<file path="config.mk">
export PLATFORM = sky130hd
export DESIGN_NAME = order_ingress_queue
export DESIGN_NICKNAME = d
export VERILOG_FILES = /design/src/rtl/order_ingress_queue.sv
export SDC_FILE = /design/constraint.sdc
export NUM_CORES = 1
export LEC_CHECK = 0
export BUFFER_PORTS_ARGS = -buffer_cell sky130_fd_sc_hd__clkbuf_2
export CAP_MARGIN = 40
export CORE_MARGIN = 3
export CORE_UTILIZATION = 55
export DETAILED_ROUTE_END_ITERATION = 7
export PLACE_DENSITY = 0.75
export SLEW_MARGIN = 10
export SYNTH_ARGS = -nofsm -noshare
export SYNTH_HDL_FRONTEND = slang
export SYNTH_SLANG_ARGS = --single-unit
</file>
<file path="constraint.sdc">
create_clock -name clk -period 4.4 [get_ports clk]
set_input_delay 0.66 -clock clk [delete_from_list [all_inputs] [get_ports clk]]
set_output_delay 0.66 -clock clk [all_outputs]
set_load 0.1 [all_outputs]
</file>
<file path="src/rtl/order_ingress_queue.sv">
// order_ingress_queue: buffers 32-bit order words from the parser and releases
// them one at a time to the matching engine using its valid-pulse / busy
// handshake. Zero-quantity orders are discarded and counted; an issue that the
// engine never acknowledges is abandoned after ACK_TIMEOUT cycles and counted.
module order_ingress_queue #(
  parameter int DEPTH       = 16,
  parameter int ADDR_W      = 4,
  parameter int ACK_TIMEOUT = 8,
  parameter int CNT_W       = 16
) (
  input  logic              clk,
  input  logic              rst_n,
  input  logic              s_valid,
  output logic              s_ready,
  input  logic [31:0]       s_data,
  input  logic              engine_busy,
  output logic              ord_valid,
  output logic [31:0]       ord_data,
  output logic [ADDR_W:0]   fifo_level,
  output logic              fifo_full,
  output logic              fifo_empty,
  output logic [CNT_W-1:0]  drop_count,
  output logic [CNT_W-1:0]  timeout_count
);

  localparam int TO_W = $clog2(ACK_TIMEOUT + 1);
  localparam logic [ADDR_W:0]   LVL_ONE  = {{ADDR_W{1'b0}}, 1'b1};
  localparam logic [ADDR_W:0]   LVL_FULL = (ADDR_W + 1)'(DEPTH);
  localparam logic [ADDR_W-1:0] PTR_ONE  = {{(ADDR_W - 1){1'b0}}, 1'b1};
  localparam logic [TO_W-1:0]   ACK_ONE  = {{(TO_W - 1){1'b0}}, 1'b1};
  localparam logic [TO_W-1:0]   ACK_LAST = TO_W'(ACK_TIMEOUT - 1);

  typedef enum logic [1:0] {
    IDLE      = 2'd0,
    ISSUE     = 2'd1,
    WAIT_ACK  = 2'd2,
    WAIT_DONE = 2'd3
  } state_t;

  // Saturating increment for the statistics counters.
  function automatic logic [CNT_W-1:0] sat_inc(input logic [CNT_W-1:0] v);
    return (&v) ? v : v + {{(CNT_W - 1){1'b0}}, 1'b1};
  endfunction

  logic [31:0]       mem_r [DEPTH];
  logic [ADDR_W-1:0] wr_ptr_r;
  logic [ADDR_W-1:0] rd_ptr_r;
  logic [ADDR_W:0]   level_r;
  logic [ADDR_W:0]   level_nxt_s;
  logic              full_r;
  logic              empty_r;
  state_t            state_r;
  state_t            state_nxt_s;
  logic [TO_W-1:0]   ack_cnt_r;
  logic [TO_W-1:0]   ack_cnt_nxt_s;
  logic              ord_valid_r;
  logic [31:0]       ord_data_r;
  logic [CNT_W-1:0]  drop_cnt_r;
  logic [CNT_W-1:0]  to_cnt_r;
  logic              accept_s;
  logic              push_s;
  logic              drop_s;
  logic              pop_s;
  logic              timeout_s;

  // Full/empty are registered, so a same-cycle pop cannot open s_ready early.
  assign accept_s = s_valid & ~full_r;
  assign push_s   = accept_s & (s_data[13:0] != 14'd0);
  assign drop_s   = accept_s & (s_data[13:0] == 14'd0);

  assign s_ready       = ~full_r;
  assign fifo_full     = full_r;
  assign fifo_empty    = empty_r;
  assign fifo_level    = level_r;
  assign ord_valid     = ord_valid_r;
  assign ord_data      = ord_data_r;
  assign drop_count    = drop_cnt_r;
  assign timeout_count = to_cnt_r;

  // Next occupancy: push and pop together leave the level unchanged.
  always_comb begin
    level_nxt_s = level_r;
    case ({push_s, pop_s})
      2'b10:   level_nxt_s = level_r + LVL_ONE;
      2'b01:   level_nxt_s = level_r - LVL_ONE;
      default: level_nxt_s = level_r;
    endcase
  end

  // Issue FSM next-state: pop on issue, count the ack window, detect timeout.
  always_comb begin
    state_nxt_s   = state_r;
    ack_cnt_nxt_s = ack_cnt_r;
    pop_s         = 1'b0;
    timeout_s     = 1'b0;
    case (state_r)
      IDLE: begin
        if (!empty_r && !engine_busy) begin
          pop_s       = 1'b1;
          state_nxt_s = ISSUE;
        end else begin
          state_nxt_s = IDLE;
        end
      end
      ISSUE: begin
        ack_cnt_nxt_s = {TO_W{1'b0}};
        state_nxt_s   = WAIT_ACK;
      end
      WAIT_ACK: begin
        if (engine_busy) begin
          state_nxt_s = WAIT_DONE;
        end else if (ack_cnt_r == ACK_LAST) begin
          // Order treated as delivered; it is not reissued.
          timeout_s   = 1'b1;
          state_nxt_s = IDLE;
        end else begin
          ack_cnt_nxt_s = ack_cnt_r + ACK_ONE;
        end
      end
      WAIT_DONE: begin
        if (!engine_busy) begin
          state_nxt_s = IDLE;
        end else begin
          state_nxt_s = WAIT_DONE;
        end
      end
      default: state_nxt_s = IDLE;
    endcase
  end

  // FSM state and ack-window counter registers.
  always_ff @(posedge clk or negedge rst_n) begin
    if (!rst_n) begin
      state_r   <= IDLE;
      ack_cnt_r <= {TO_W{1'b0}};
    end else begin
      state_r   <= state_nxt_s;
      ack_cnt_r <= ack_cnt_nxt_s;
    end
  end

  // Storage array; contents need no reset because occupancy gates every read.
  always_ff @(posedge clk) begin
    if (push_s) begin
      mem_r[wr_ptr_r] <= s_data;
    end
  end

  // FIFO pointers, occupancy and registered full/empty flags.
  always_ff @(posedge clk or negedge rst_n) begin
    if (!rst_n) begin
      wr_ptr_r <= {ADDR_W{1'b0}};
      rd_ptr_r <= {ADDR_W{1'b0}};
      level_r  <= {(ADDR_W + 1){1'b0}};
      full_r   <= 1'b0;
      empty_r  <= 1'b1;
    end else begin
      if (push_s) begin
        wr_ptr_r <= wr_ptr_r + PTR_ONE;
      end
      if (pop_s) begin
        rd_ptr_r <= rd_ptr_r + PTR_ONE;
      end
      level_r <= level_nxt_s;
      full_r  <= (level_nxt_s == LVL_FULL);
      empty_r <= (level_nxt_s == {(ADDR_W + 1){1'b0}});
    end
  end

  // Engine-facing outputs: one-cycle pulse, data held until the next issue.
  always_ff @(posedge clk or negedge rst_n) begin
    if (!rst_n) begin
      ord_valid_r <= 1'b0;
      ord_data_r  <= 32'd0;
    end else begin
      ord_valid_r <= pop_s;
      if (pop_s) begin
        ord_data_r <= mem_r[rd_ptr_r];
      end
    end
  end

  // Saturating drop and timeout statistics.
  always_ff @(posedge clk or negedge rst_n) begin
    if (!rst_n) begin
      drop_cnt_r <= {CNT_W{1'b0}};
      to_cnt_r   <= {CNT_W{1'b0}};
    end else begin
      if (drop_s) begin
        drop_cnt_r <= sat_inc(drop_cnt_r);
      end
      if (timeout_s) begin
        to_cnt_r <= sat_inc(to_cnt_r);
      end
    end
  end

endmodule

</file>
Word-level counts from Yosys, hierarchy flattened
Memories as Yosys holds them, arrays and structs flattened. A register that Yosys moved wholly into a read port is not among the register bits.
Index checks and enable logic that the tools add are counted.
{ "totals": {"mem_bits_rw": 512, "reg_bits": 54, "output_inout_bits": 73, "latch_bits": 0, "n_memories": 1, "elab_cells": 64, "romBits": 0} }
{ "mem_list": {"columns": ["memory", "depth", "word_bits", "read_ports", "rd_clocked_by_memory_dff", "wr", "line_no", "text"], "rows": [
  ["mem_r", 16, 32, 1, 1, 1, "45", "logic [31:0] mem_r [DEPTH];"]
]} }
{ "classes": {"n_mul": 0, "shifts": 0, "muxes": 16, "addsub": 7, "n_eq_ne": 10, "n_lt_le_gt_ge": 0, "div_mod_pow": 0, "bitwise": 6, "n_reduce_logical": 14} }
{ "op_table": {"columns": ["cell", "count"], "rows": [
  ["adder 16 x 1 -> 16 bit, second input constant", 2],
  ["AND reduction 16 bit", 2],
  ["logical NOT 14 bit", 1],
  ["nonzero test 14 bit", 1],
  ["adder 4 x 1 -> 4 bit, second input constant", 3],
  ["one-hot mux 5 bit (2 select lines)", 1],
  ["2-to-1 mux 1 bit", 8],
  ["2-to-1 mux 4 bit", 2],
  ["one-hot mux 2 bit (4 select lines)", 1],
  ["one-hot mux 4 bit (2 select lines)", 1],
  ["== test 2 bit, second input constant", 3],
  ["2-to-1 mux 2 bit", 3],
  ["adder 5 x 1 -> 5 bit, second input constant", 1],
  ["== test 5 bit, second input constant", 1],
  ["logical NOT 5 bit", 1],
  ["subtractor 5 x 1 -> 5 bit, second input constant", 1],
  ["== test 2 x 1 -> 1 bit, second input constant", 2],
  ["== test 4 x 3 -> 1 bit, second input constant", 1],
  ["!= test 2 bit, second input constant", 2],
  ["AND reduction 2 bit", 2],
  ["bitwise AND 1 bit", 3],
  ["logical NOT 1 bit", 3],
  ["!= test 3 bit, second input constant", 1],
  ["NOT 1 bit", 3],
  ["other kinds (4)", 4]
]} }

Longest topological paths before layout
Gate-level depths: netlist of the first run.
{ "depth": {"ltp_word": 7, "depth_mapped": 14} }

Least setup slack after synthesis of the first run
No wires, ideal clock.
{ "synth_path": {"path_kind": "register to register", "startpoint": "register full_r (netlist: fifo_full)", "endpoint": "memory mem_r[3][0] (enable)", "path_slack_ns": -1.333, "t_arrival_ns": 5.232, "stages_incl_launch_ff": 7, "path_cell_list": "dfrtp_1 -> inv_1 -> nand2_1 -> nor2b_1 -> clkbuf_1 -> inv_1 -> nor4_1"} }
{ "synth_via": {"elab_chain_len": 5} }
{ "synth_rtl": {"columns": ["element", "line_no", "text"], "rows": [
  ["start, declared", "50", "logic full_r;"],
  ["start signal, assigned", "165", "full_r <= (level_nxt_s == LVL_FULL);"],
  ["NOT 1 bit", null, null],
  ["named net s_ready", "14", "output logic s_ready,"],
  ["bitwise AND 1 bit", "67", "assign accept_s = s_valid & ~full_r;"],
  ["bitwise AND 1 bit", "68", "assign push_s = accept_s & (s_data[13:0] != 14'd0);"],
  ["2-to-1 mux 1 bit", "144", "if (push_s) begin"],
  ["2-to-1 mux 1 bit (not written as such)", "145", "mem_r[wr_ptr_r] <= s_data;"],
  ["end, declared", "45", null]
]} }
The timed path passes the listed nets, and every way through them passes these cells.

Worst setup path after layout of the first run
{ "layout_path": {"startpoint": "input s_data[1]", "endpoint": "register full_r (netlist: fifo_full)"} }
{ "layout_via": {"elab_chain_len": 5, "elab_cells_between_ends": 6, "cone_classes": "3 x eq/ne; 1 x mux; 1 x bitwise; 1 x reduce/logical"} }
{ "layout_rtl": {"columns": ["element", "line_no", "text"], "rows": [
  ["start, declared", "15", "input logic [31:0] s_data,"],
  ["nonzero test 14 bit *", "68", null],
  ["bitwise AND 1 bit *", "68", null],
  ["== test 2 x 1 -> 1 bit / == test 2 bit (equally long branches)", "83", "case ({push_s, pop_s})"],
  ["one-hot mux 5 bit (2 select lines) *", "83", null],
  ["== test 5 bit *", "165", null]
]} }
Every way passes the cells marked *; elsewhere a longest branch is shown, timed or not.
A chain may end at the register's enable or synchronous reset.

==> flow_metrics.tcl, run 1 <==
set metrics [dict create \
    endpoint_kind "flip-flop" \
    io_pins 109 \
    fin_crit_sh_pct 76.8 \
    hp-start "engine_busy" \
    regToRegStartpoint "fifo_full$_DFF_PN0_" \
    synth_ff_type "edfxtp_1" \
    hold_class "primary input to flip-flop" \
    mostFrequentLayoutCells "edfxtp_1, mux4_2, clkbuf_2, dfrtp_1, mux2i_1" \
    grt_overflow 0 \
    ctsRootBufferMaster "clkbuf_16" \
    skew_ns 0.0256 \
    route.detailed.drc 0 \
    grt_pass1_wl_um 75300 \
    fill_cells 2700 \
    grt_max_degree 64 \
    start_kind "primary input" \
    syn-num-nets 1229 \
    r2r_cells 12 \
    fin_nets 1382 \
    die_w_um 212 \
    drt-pass1-iter-count 5 \
    fp-row-count 74 \
    cts_resized 0 \
    syn_inst 1181 \
    maxSlewViolCount 0 \
    powerDensity_nw_per_um2 666 \
    async_flop_share_pct 14.4 \
    antenna_found_initial 3 \
    area_growth_pct 14.6 \
    rsz0062_at_grt "false" \
    grt_pass1_vias 12000 \
    hpwlAfterDp_um 28700 \
    clk_pin_slew_ns 0.06 \
    drive_above_1_share_pct 28.8 \
    gp_congestion 0.793 \
    crit_fanout 17 \
    slew_headroom_pct 40.0 \
    synth_area_sq_um 23300 \
    seq_area_frac_synth_pct 75.2 \
    die_h_um 212 \
    final-hold-violation-count 0 \
    post-cts-setup-buffer-count 0 \
    layout_min_cycle_time_ns 3.38 \
    status "finished clean" \
    die_area_sq_um 44900 \
    wl_per_cell_um 25.8 \
    pre_cts_ws_ns 0.507 \
    numPortBuffers 108 \
    maxCapViolCount 0 \
    cts_tree "yes" \
    layout_commonest_cell "edfxtp_1" \
    final_cells 1917 \
    cts_buffer_depth 3 \
    critPathKind "primary input to flip-flop" \
    numCtsBuffers 58 \
    clock_latency_ns 0.62 \
    postRouteAntennaNets 0 \
    leakagePower_nw 9.30 \
    start_util_pct 56.3 \
    max_freq_mhz 296 \
    max_slew.worst_pin.slew_ns 0.899 \
    irDropWorstVdd_mv 0.433 \
    grt_usage_pct 22.8 \
    cp.required_ns 4.90 \
    wl_um 49500 \
    cts_hold_buf 1 \
    synth_seq_cells 598 \
    synth-edff-count 512 \
    drtIter0Drc 1393 \
    setup_viol 0 \
    clock_sinks 598 \
    rrSetupSlack_ns 1.46 \
    register_area_sq_um 17500 \
    multiInputGateArea_sq_um 5550 \
    yosys_warnings 0 \
    ys_types 58 \
    h-tree-depth 2 \
    min_to "state_r[0]$_DFFE_PN0P_" \
    core_region_area_sq_um 41400 \
    drt-vias-per-instance 6.19 \
    r2r-end "fifo_full$_DFF_PN0_" \
    hold_depth 3 \
    dpl.cell_count 1805 \
    syn_avg_cell_area_sq_um 19.7 \
    finalWorstSetupSlack_ns 1.02 \
    critPathArrivalTime_ns 3.88 \
    vias 11900 \
]
## synth_stat cells, drive strengths merged, types with 12 or more instances
| cell type | count | area, sq um |
|---|---|---|
| inv | 12 | 45.0 |
| nor2 | 43 | 171 |
| o21ai | 38 | 190 |
| dfrtp | 85 | 2130 |
| nor4 | 13 | 81.3 |
| ha | 12 | 150 |
| a21oi | 35 | 175 |
| mux4 | 124 | 2790 |
| mux2i | 64 | 641 |
| xnor2 | 14 | 123 |
| clkbuf | 31 | 116 |
| nand3 | 19 | 95.1 |
| edfxtp | 512 | 15400 |
| xor2 | 23 | 201 |
| nand2 | 32 | 120 |
| buf | 26 | 130 |
## through the flow
| step | power, mW | cell area (sq um) | utilization, % | hold WS [ns] | TNS [ns] |
|---|---|---|---|---|---|
| CTS | 17.9 | 26700 | 64.5 | 0.295 | 0 |
| floorplan | 11.5 | 23300 | - | 0.364 | -170.65 |
| detailed placement | 12.9 | 24800 | 59.8 | 0.482 | 0 |
| global route | 18.5 | 26700 | 64.5 | 0.336 | 0 |
| global placement | 12.8 | 24700 | 59.7 | 0.476 | 0 |
| finish | 17.8 | 26700 | 64.5 | 0.319 | 0 |
## state kept, by name, summed over array words and instances, names as in the netlist, 4 cells and up
register / flops
mem_r: 512
ord_data: 32
drop_count: 16
timeout_count: 16
fifo_level: 5
ack_cnt_r: 4
rd_ptr_r: 4
wr_ptr_r: 4
## how the worst max path moves through the flow
stage / start / end / cells past startpoint
after CTS: s_data[1] / fifo_full$_DFF_PN0_ / 13
after floorplan: fifo_full$_DFF_PN0_ / mem_r[3][0]$_DFFE_PP_ / 6
after global placement: s_data[1] / fifo_empty$_DFF_PN1_ / 13
after global routing: s_data[0] / fifo_empty$_DFF_PN1_ / 13
final: s_data[1] / fifo_full$_DFF_PN0_ / 13
after detailed placement: s_data[1] / fifo_full$_DFF_PN0_ / 13
## cell families after synthesis
logic type	Yosys count	synth area share, %
AO/OA/AOI/OAI	91	2.22
XOR/XNOR	37	1.39
adder cells (fa/ha/maj)	12	0.644
buffers and inverters	69	1.25
flip-flops	598	75.2
multiplexers	196	15.1
AND/OR/NAND/NOR	178	4.16
## layout make-up
class | count | share of cell area [%]
antenna | 1 | 0.00937
clock buffer | 73 | 5.80
clock inverter | 37 | 1.41
inverter | 12 | 0.169
multi-input combinational | 514 | 20.8
sequential | 598 | 65.7
tap | 532 | 2.49
timing repair buffer | 150 | 3.65
## critical path, cell delays in order
cell and delay [ns]:
clkbuf_2 0.22, nor4_1 0.58, nand4_1 0.32, nor2b_1 0.30
inv_1 0.10, ha_1 0.33, xor2_1 0.18, ha_1 0.21
a21oi_1 0.06, nor2b_1 0.15, o31ai_1 0.28, o211ai_1 0.18
nor4bb_1 0.29
## metal layers
metal | routed length [um] | global-route usage (%)
met3 | 4160 | 4.52
met2 | 23700 | 35.6
met1 | 20500 | 32.9
met5 | 24 | 0
met4 | 1190 | 7.55
## power by group
part / internal, mW / switching, mW / leakage (nW)
clock network: 2.86 / 2.10 / 0.942
registers: 6.91 / 0.547 / 5.73
logic: 1.92 / 3.45 / 2.63
total: 11.7 / 6.09 / 9.30
Note: power is estimated with default switching activity, not from simulation.
==> run 2: changes to the inputs <==
--- a/config.mk
+++ b/config.mk
@@ -5,6 +5,7 @@
 export SDC_FILE = /design/constraint.sdc
 export NUM_CORES = 1
 export LEC_CHECK = 0
+export ABC_AREA = 1
 export BUFFER_PORTS_ARGS = -buffer_cell sky130_fd_sc_hd__clkbuf_2
 export CAP_MARGIN = 40
 export CORE_MARGIN = 3
==> constraint.sdc (replaced) <==
create_clock -name clk -period 2.9 [get_ports clk]
set_input_delay 0.435 -clock clk [delete_from_list [all_inputs] [get_ports clk]]
set_output_delay 0.435 -clock clk [all_outputs]
set_load 0.1 [all_outputs]
==> flow_metrics.tcl, run 2 <==
set metrics [dict create \
    status "finished clean" \
    cts_tree "yes" \
    clk_pin_slew_ns 0.06 \
    hpwlAfterDp_um 35600 \
    post-cts-setup-buffer-count 0 \
    dpl.cell_count 2834 \
    drt-pass1-iter-count 6 \
    powerDensity_nw_per_um2 1040 \
    yosysTopAreaCell "edfxtp_1" \
    synth_area_sq_um 24700 \
    clock_latency_ns 0.63 \
    maxSlewViolCount 0 \
    fp-row-count 77 \
    hold_class "primary input to flip-flop" \
    syn-num-nets 2219 \
    cts_buffer_depth 3 \
    mostFrequentLayoutCells "nand2_1, edfxtp_1, nand3_1, clkbuf_2, dfrtp_1" \
    crit_chain "nor2_1 > nand2_1 > buf_4 > buf_4 > ha_1 > inv_2 > or2_1 > o21ai_0 > nand2_1 > nor2_1 > nand3_1 > nor2_1" \
    numCtsBuffers 57 \
    critPathArrivalTime_ns 2.93 \
    postRouteAntennaNets 0 \
    area_growth_pct 15.1 \
    setup.worst_path.start "fifo_full$_DFF_PN0_" \
    yosys_warnings 0 \
    grt_pass1_vias 16500 \
    endpoint_kind "flip-flop" \
    cts_resized 0 \
    slew_headroom_pct 29.6 \
    syn_avg_cell_area_sq_um 11.4 \
    layout_commonest_cell "nand2_1" \
    fin_crit_sh_pct 82.7 \
    diodes 0 \
    synth-edff-count 512 \
    regToRegStartpoint "fifo_full$_DFF_PN0_" \
    die_w_um 218 \
    register_area_sq_um 17500 \
    async_flop_share_pct 14.4 \
    gp_congestion 0.802 \
    fill_cells 3256 \
    vias 16900 \
    setup_tns_ns 0 \
    rsz0062_at_grt "false" \
    start_kind "flip-flop" \
    grt_overflow 0 \
    synth_ff_type "edfxtp_1" \
    antenna_found_initial 0 \
    drtIter0Drc 1848 \
    largest_register_ff_count 512 \
    grt_max_degree 227 \
    layout_min_cycle_time_ns 2.40 \
    ctsRootBufferMaster "clkbuf_16" \
    max_stage_delay_ns 0.42 \
    crit_fanout 6 \
    power.total_mw 29.6 \
    drive_above_1_share_pct 14.3 \
    cp_num_buf_inv 3 \
    crit_slowest_cell "ha_1" \
    final_cells 2942 \
    synth_top_area_share_pct 62.2 \
    die_h_um 218 \
    hp-start "engine_busy" \
    multiInputGateArea_sq_um 6490 \
    start_util_pct 55.7 \
    syn_inst 2171 \
    ys_types 34 \
    max_freq_mhz 417 \
    wl_um 59200 \
    clock_sinks 598 \
    yosys-top-cells-count "nand2_1, edfxtp_1, nand3_1, dfrtp_1, nor2_1" \
    ys_top_cells_by_area "edfxtp_1, nand2_1, dfrtp_1, nand3_1, a21oi_1" \
    leakagePower_nw 11.0 \
    final-hold-violation-count 0 \
    crit_top_cell "nor2_1" \
    setup_viol 0 \
    synth_most_common_cell "nand2_1" \
    numPortBuffers 108 \
    route.detailed.drc 0 \
    grt_pass1_wl_um 92000 \
    synth_seq_cells 598 \
    wl_per_cell_um 20.1 \
    grt_usage_pct 25.0 \
    core_region_area_sq_um 44300 \
    irDropWorstVdd_mv 1.02 \
    max_slew.worst_pin.slew_ns 1.06 \
    regMostFlops "mem_r" \
    path_delay_family "simple AND/OR/NAND/NOR gates" \
    seq_area_frac_synth_pct 71.0 \
    skew_ns 0.0295 \
    drt-vias-per-instance 5.74 \
    cp.required_ns 3.43 \
    h-tree-depth 2 \
    final_core_util_pct 64.2 \
    critPathKind "flip-flop to flip-flop" \
    die_area_sq_um 47500 \
    fin_nets 2350 \
    maxCapViolCount 0 \
    io_pins 109 \
]
## run 2: final timing paths
path,cells after the start,slack (ns),end
worst max-delay path,12,0.50,fifo_full$_DFF_PN0_
worst min-delay path,3,0.13,state_r[1]$_DFFE_PN0P_
worst max register to register,12,0.50,fifo_full$_DFF_PN0_
worst min register to register,2,0.49,ord_data[29]$_DFFE_PN0P_
max in group asynchronous,3,1.86,rd_ptr_r[2]$_DFFE_PN0P_
min in group asynchronous,2,0.30,ord_data[8]$_DFFE_PN0P_
## run 2: area by class of cell
class | instances | share of cell area [%]
multi-input combinational | 1396 | 22.8
inverter | 61 | 0.840
tap | 592 | 2.60
sequential | 598 | 61.7
clock buffer | 63 | 5.13
timing repair buffer | 188 | 5.42
clock inverter | 44 | 1.49
## run 2: through the flow
step	setup WS (ns)	instance area [sq um]	hold slack, ns
after global routing	0.229	28400	0.138
after global placement	0.0216	26400	0.395
after CTS	0.511	28400	0.0961
final	0.501	28400	0.130
after detailed placement	0.0539	26500	0.399
after floorplan	-0.374	24800	0.139
## run 2: routing by layer
layer / share of wire (%) / track usage [%] / up-vias / routed length [um]
met5: 0 / 0 / - / 0
met4: 2.4 / 7.13 / 0 / 1440
met3: 8.3 / 4.57 / 105 / 4910
met2: 50 / 42.3 / 794 / 29300
met1: 40 / 33.5 / 8182 / 23500
li1: - / - / 7796 / -
## run 2: what timing repair did
action,CTS,global route
endpoints found under the hold margin,21,0
endpoints found under the setup margin,0,0
hold buffers,1,0
## run 2: cell families (layout without fill, tap and decap cells)
family / Yosys count / in the layout / share of synthesized area, %
flops: 598 / 598 / 71.0
fa+ha+maj: 12 / 12 / 0.608
buf+inv: 177 / 356 / 3.43
xor+xnor: 31 / 31 / 1.10
simple gates: 1234 / 1234 / 21.3
compound gates: 119 / 119 / 2.62
## run 2: power breakdown
part | internal, mW | switching, mW
clock | 4.19 | 3.21
sequential | 10.5 | 0.501
combinational | 2.80 | 8.41
total | 17.5 | 12.1
## run 2: worst register-to-register path, delay by kind of cell (launching register included)
family,cells,cell delay [ns]
flip-flops,1,0.40
AO/OA/AOI/OAI,1,0.10
adder cells (fa/ha/maj),1,0.42
buffers and inverters,3,0.40
AND/OR/NAND/NOR,7,1.01
==> run 3: changes to the inputs <==
==> constraint.sdc (replaced) <==
create_clock -name clk -period 2.2 [get_ports clk]
set_input_delay 0.33 -clock clk [delete_from_list [all_inputs] [get_ports clk]]
set_output_delay 0.33 -clock clk [all_outputs]
set_load 0.1 [all_outputs]
==> flow_metrics.tcl, run 3 (same netlist as run 2, synthesis figures left out) <==
set metrics [dict create \
    largest_register_ff_count 512 \
    max_freq_mhz 484 \
    route.detailed.drc 0 \
    status "finished clean" \
    ctsRootBufferMaster "clkbuf_16" \
    critPathKind "flip-flop to flip-flop" \
    fp-row-count 77 \
    cp.required_ns 2.74 \
    p_seq_share_pct 36.0 \
    drive_above_1_share_pct 16.0 \
    vias 17100 \
    area_growth_pct 17.2 \
    min_to "state_r[1]$_DFFE_PN0P_" \
    pwr-share-clk_pct 26.6 \
    hp-start "engine_busy" \
    wl_per_cell_um 20.6 \
    cts_buffer_depth 3 \
    grt_pass1_vias 16900 \
    crit_fanout 4 \
    final-hold-violation-count 0 \
    intPower_mw 24.4 \
    maxSlewViolCount 0 \
    final_core_util_pct 65.3 \
    max_slew.worst_pin.slew_ns 0.577 \
    numCtsBuffers 59 \
    regMostFlops "mem_r" \
    wl_um 61100 \
    grt_usage_pct 25.6 \
    die_w_um 218 \
    design_area_sq_um 29000 \
    diodes 0 \
    setup_viol 0 \
    endpoint_kind "flip-flop" \
    cp_num_buf_inv 2 \
    io_pins 109 \
    layout_commonest_cell "nand2_1" \
    grt_pass1_wl_um 94300 \
    slew_headroom_pct 61.5 \
    max_stage_delay_ns 0.63 \
    fin_crit_sh_pct 93.9 \
    start_kind "flip-flop" \
    hold_class "primary input to flip-flop" \
    drtIter0Drc 1948 \
    path_delay_family "simple AND/OR/NAND/NOR gates" \
    irDropWorstVdd_mv 1.11 \
    critPathArrivalTime_ns 2.60 \
    drt-pass1-iter-count 5 \
    power.total_mw 40.6 \
    cts_tree "yes" \
    hpwlAfterDp_um 35700 \
    register_area_sq_um 17500 \
    clock_latency_ns 0.62 \
    clk_pin_slew_ns 0.06 \
    fin_nets 2372 \
    gp_congestion 0.854 \
    regToRegStartpoint "fifo_empty$_DFF_PN1_" \
    multiInputGateArea_sq_um 6570 \
    pwr-share-comb_pct 37.4 \
    die_h_um 218 \
    grt_overflow 0 \
    p_sw_share_pct 39.9 \
    layout_min_cycle_time_ns 2.06 \
    leakagePower_nw 11.2 \
    core_region_area_sq_um 44300 \
    maxCapViolCount 0 \
    drt-vias-per-instance 5.77 \
    antenna_found_initial 0 \
    setup_tns_ns 0 \
    r2r-end "fifo_full$_DFF_PN0_" \
    grt_max_degree 107 \
    postRouteAntennaNets 0 \
    crit_chain "nor2_4 > nand3_4 > inv_4 > ha_4 > nand2_2 > inv_2 > nor2_4 > ha_2 > o21ai_2 > nand2_1 > nor2_1 > nand3_1 > nor2_1" \
    numPortBuffers 108 \
    crit_slowest_cell "dfstp_4" \
    p_switching_mw 16.2 \
    placed_area_sq_um 26800 \
    clock_sinks 598 \
    mostFrequentLayoutCells "nand2_1, edfxtp_1, nand3_1, clkbuf_2, dfrtp_1" \
    die_area_sq_um 47500 \
    r2r_cells 13 \
    rrSetupSlack_ns 0.14 \
    skew_ns 0.0197 \
    fill_cells 3258 \
    start_util_pct 55.7 \
    hold_depth 3 \
    hold_ws_ns 0.0327 \
    h-tree-depth 2 \
    powerDensity_nw_per_um2 1400 \
]
run 3: worst max-delay path by stage:
| stage | start | end | slack (ns) | depth (start not counted) |
|---|---|---|---|---|
| after global placement | s_data[13] | fifo_empty$_DFF_PN1_ | -0.45 | 19 |
| after detailed placement | s_data[13] | fifo_empty$_DFF_PN1_ | -0.43 | 15 |
| after CTS | fifo_empty$_DFF_PN1_ | fifo_empty$_DFF_PN1_ | 0.07 | 13 |
| final | fifo_empty$_DFF_PN1_ | fifo_full$_DFF_PN0_ | 0.14 | 13 |
| after global routing | fifo_empty$_DFF_PN1_ | fifo_full$_DFF_PN0_ | -0.02 | 13 |
| after floorplan | fifo_full$_DFF_PN0_ | mem_r[10][0]$_DFFE_PP_ | -0.15 | 4 |
run 3: power groups by stage:
stage,registers [mW],clock network (mW),logic (mW)
5_1_grt,14.7,11.4,16.4
4_1_cts,14.6,10.9,15.0
2_1_floorplan,17.4,0,7.86
3_5_place_dp,14.8,0,14.9
3_3_place_gp,14.8,0,14.6
6_report,14.6,10.8,15.2
run 3: metrics by stage:
stage                     cells  worst slack, ns
final                      2966            0.135
after global routing       2966          -0.0202
after CTS                  2962           0.0736
after detailed placement   2850           -0.429
after global placement     2850           -0.455
after floorplan            2171           -0.152
run 3: timing repair:
action,4_1_cts,5_1_grt
endpoints found under the hold margin,85,0
hold buffers,1,0
setup endpoints to repair,0,2
buffers inserted,0,4
resized for setup,0,10
run 3: tightest hold or removal path, stage by stage:
cell and delay, ns:
clkbuf_2 0.09, inv_2 0.08, o21ai_0 0.10
run 3: routing by layer:
metal / share of wire (%) / track usage, % / vias up
met3: 8.0 / 3.54 / 123
met5: 0 / 0 / -
met1: 41 / 35.9 / 8322
met2: 48 / 41.5 / 820
met4: 2.8 / 9.50 / 0
li1: - / - / 7834
run 3: final cells by class:
class / count / area share, %
flip-flops and latches: 598 / 60.6
clock inverters: 27 / 1.39
clock buffers: 84 / 5.88
inverters: 61 / 0.834
repair buffers: 208 / 6.07
multi-input cells: 1396 / 22.7
well taps: 592 / 2.56
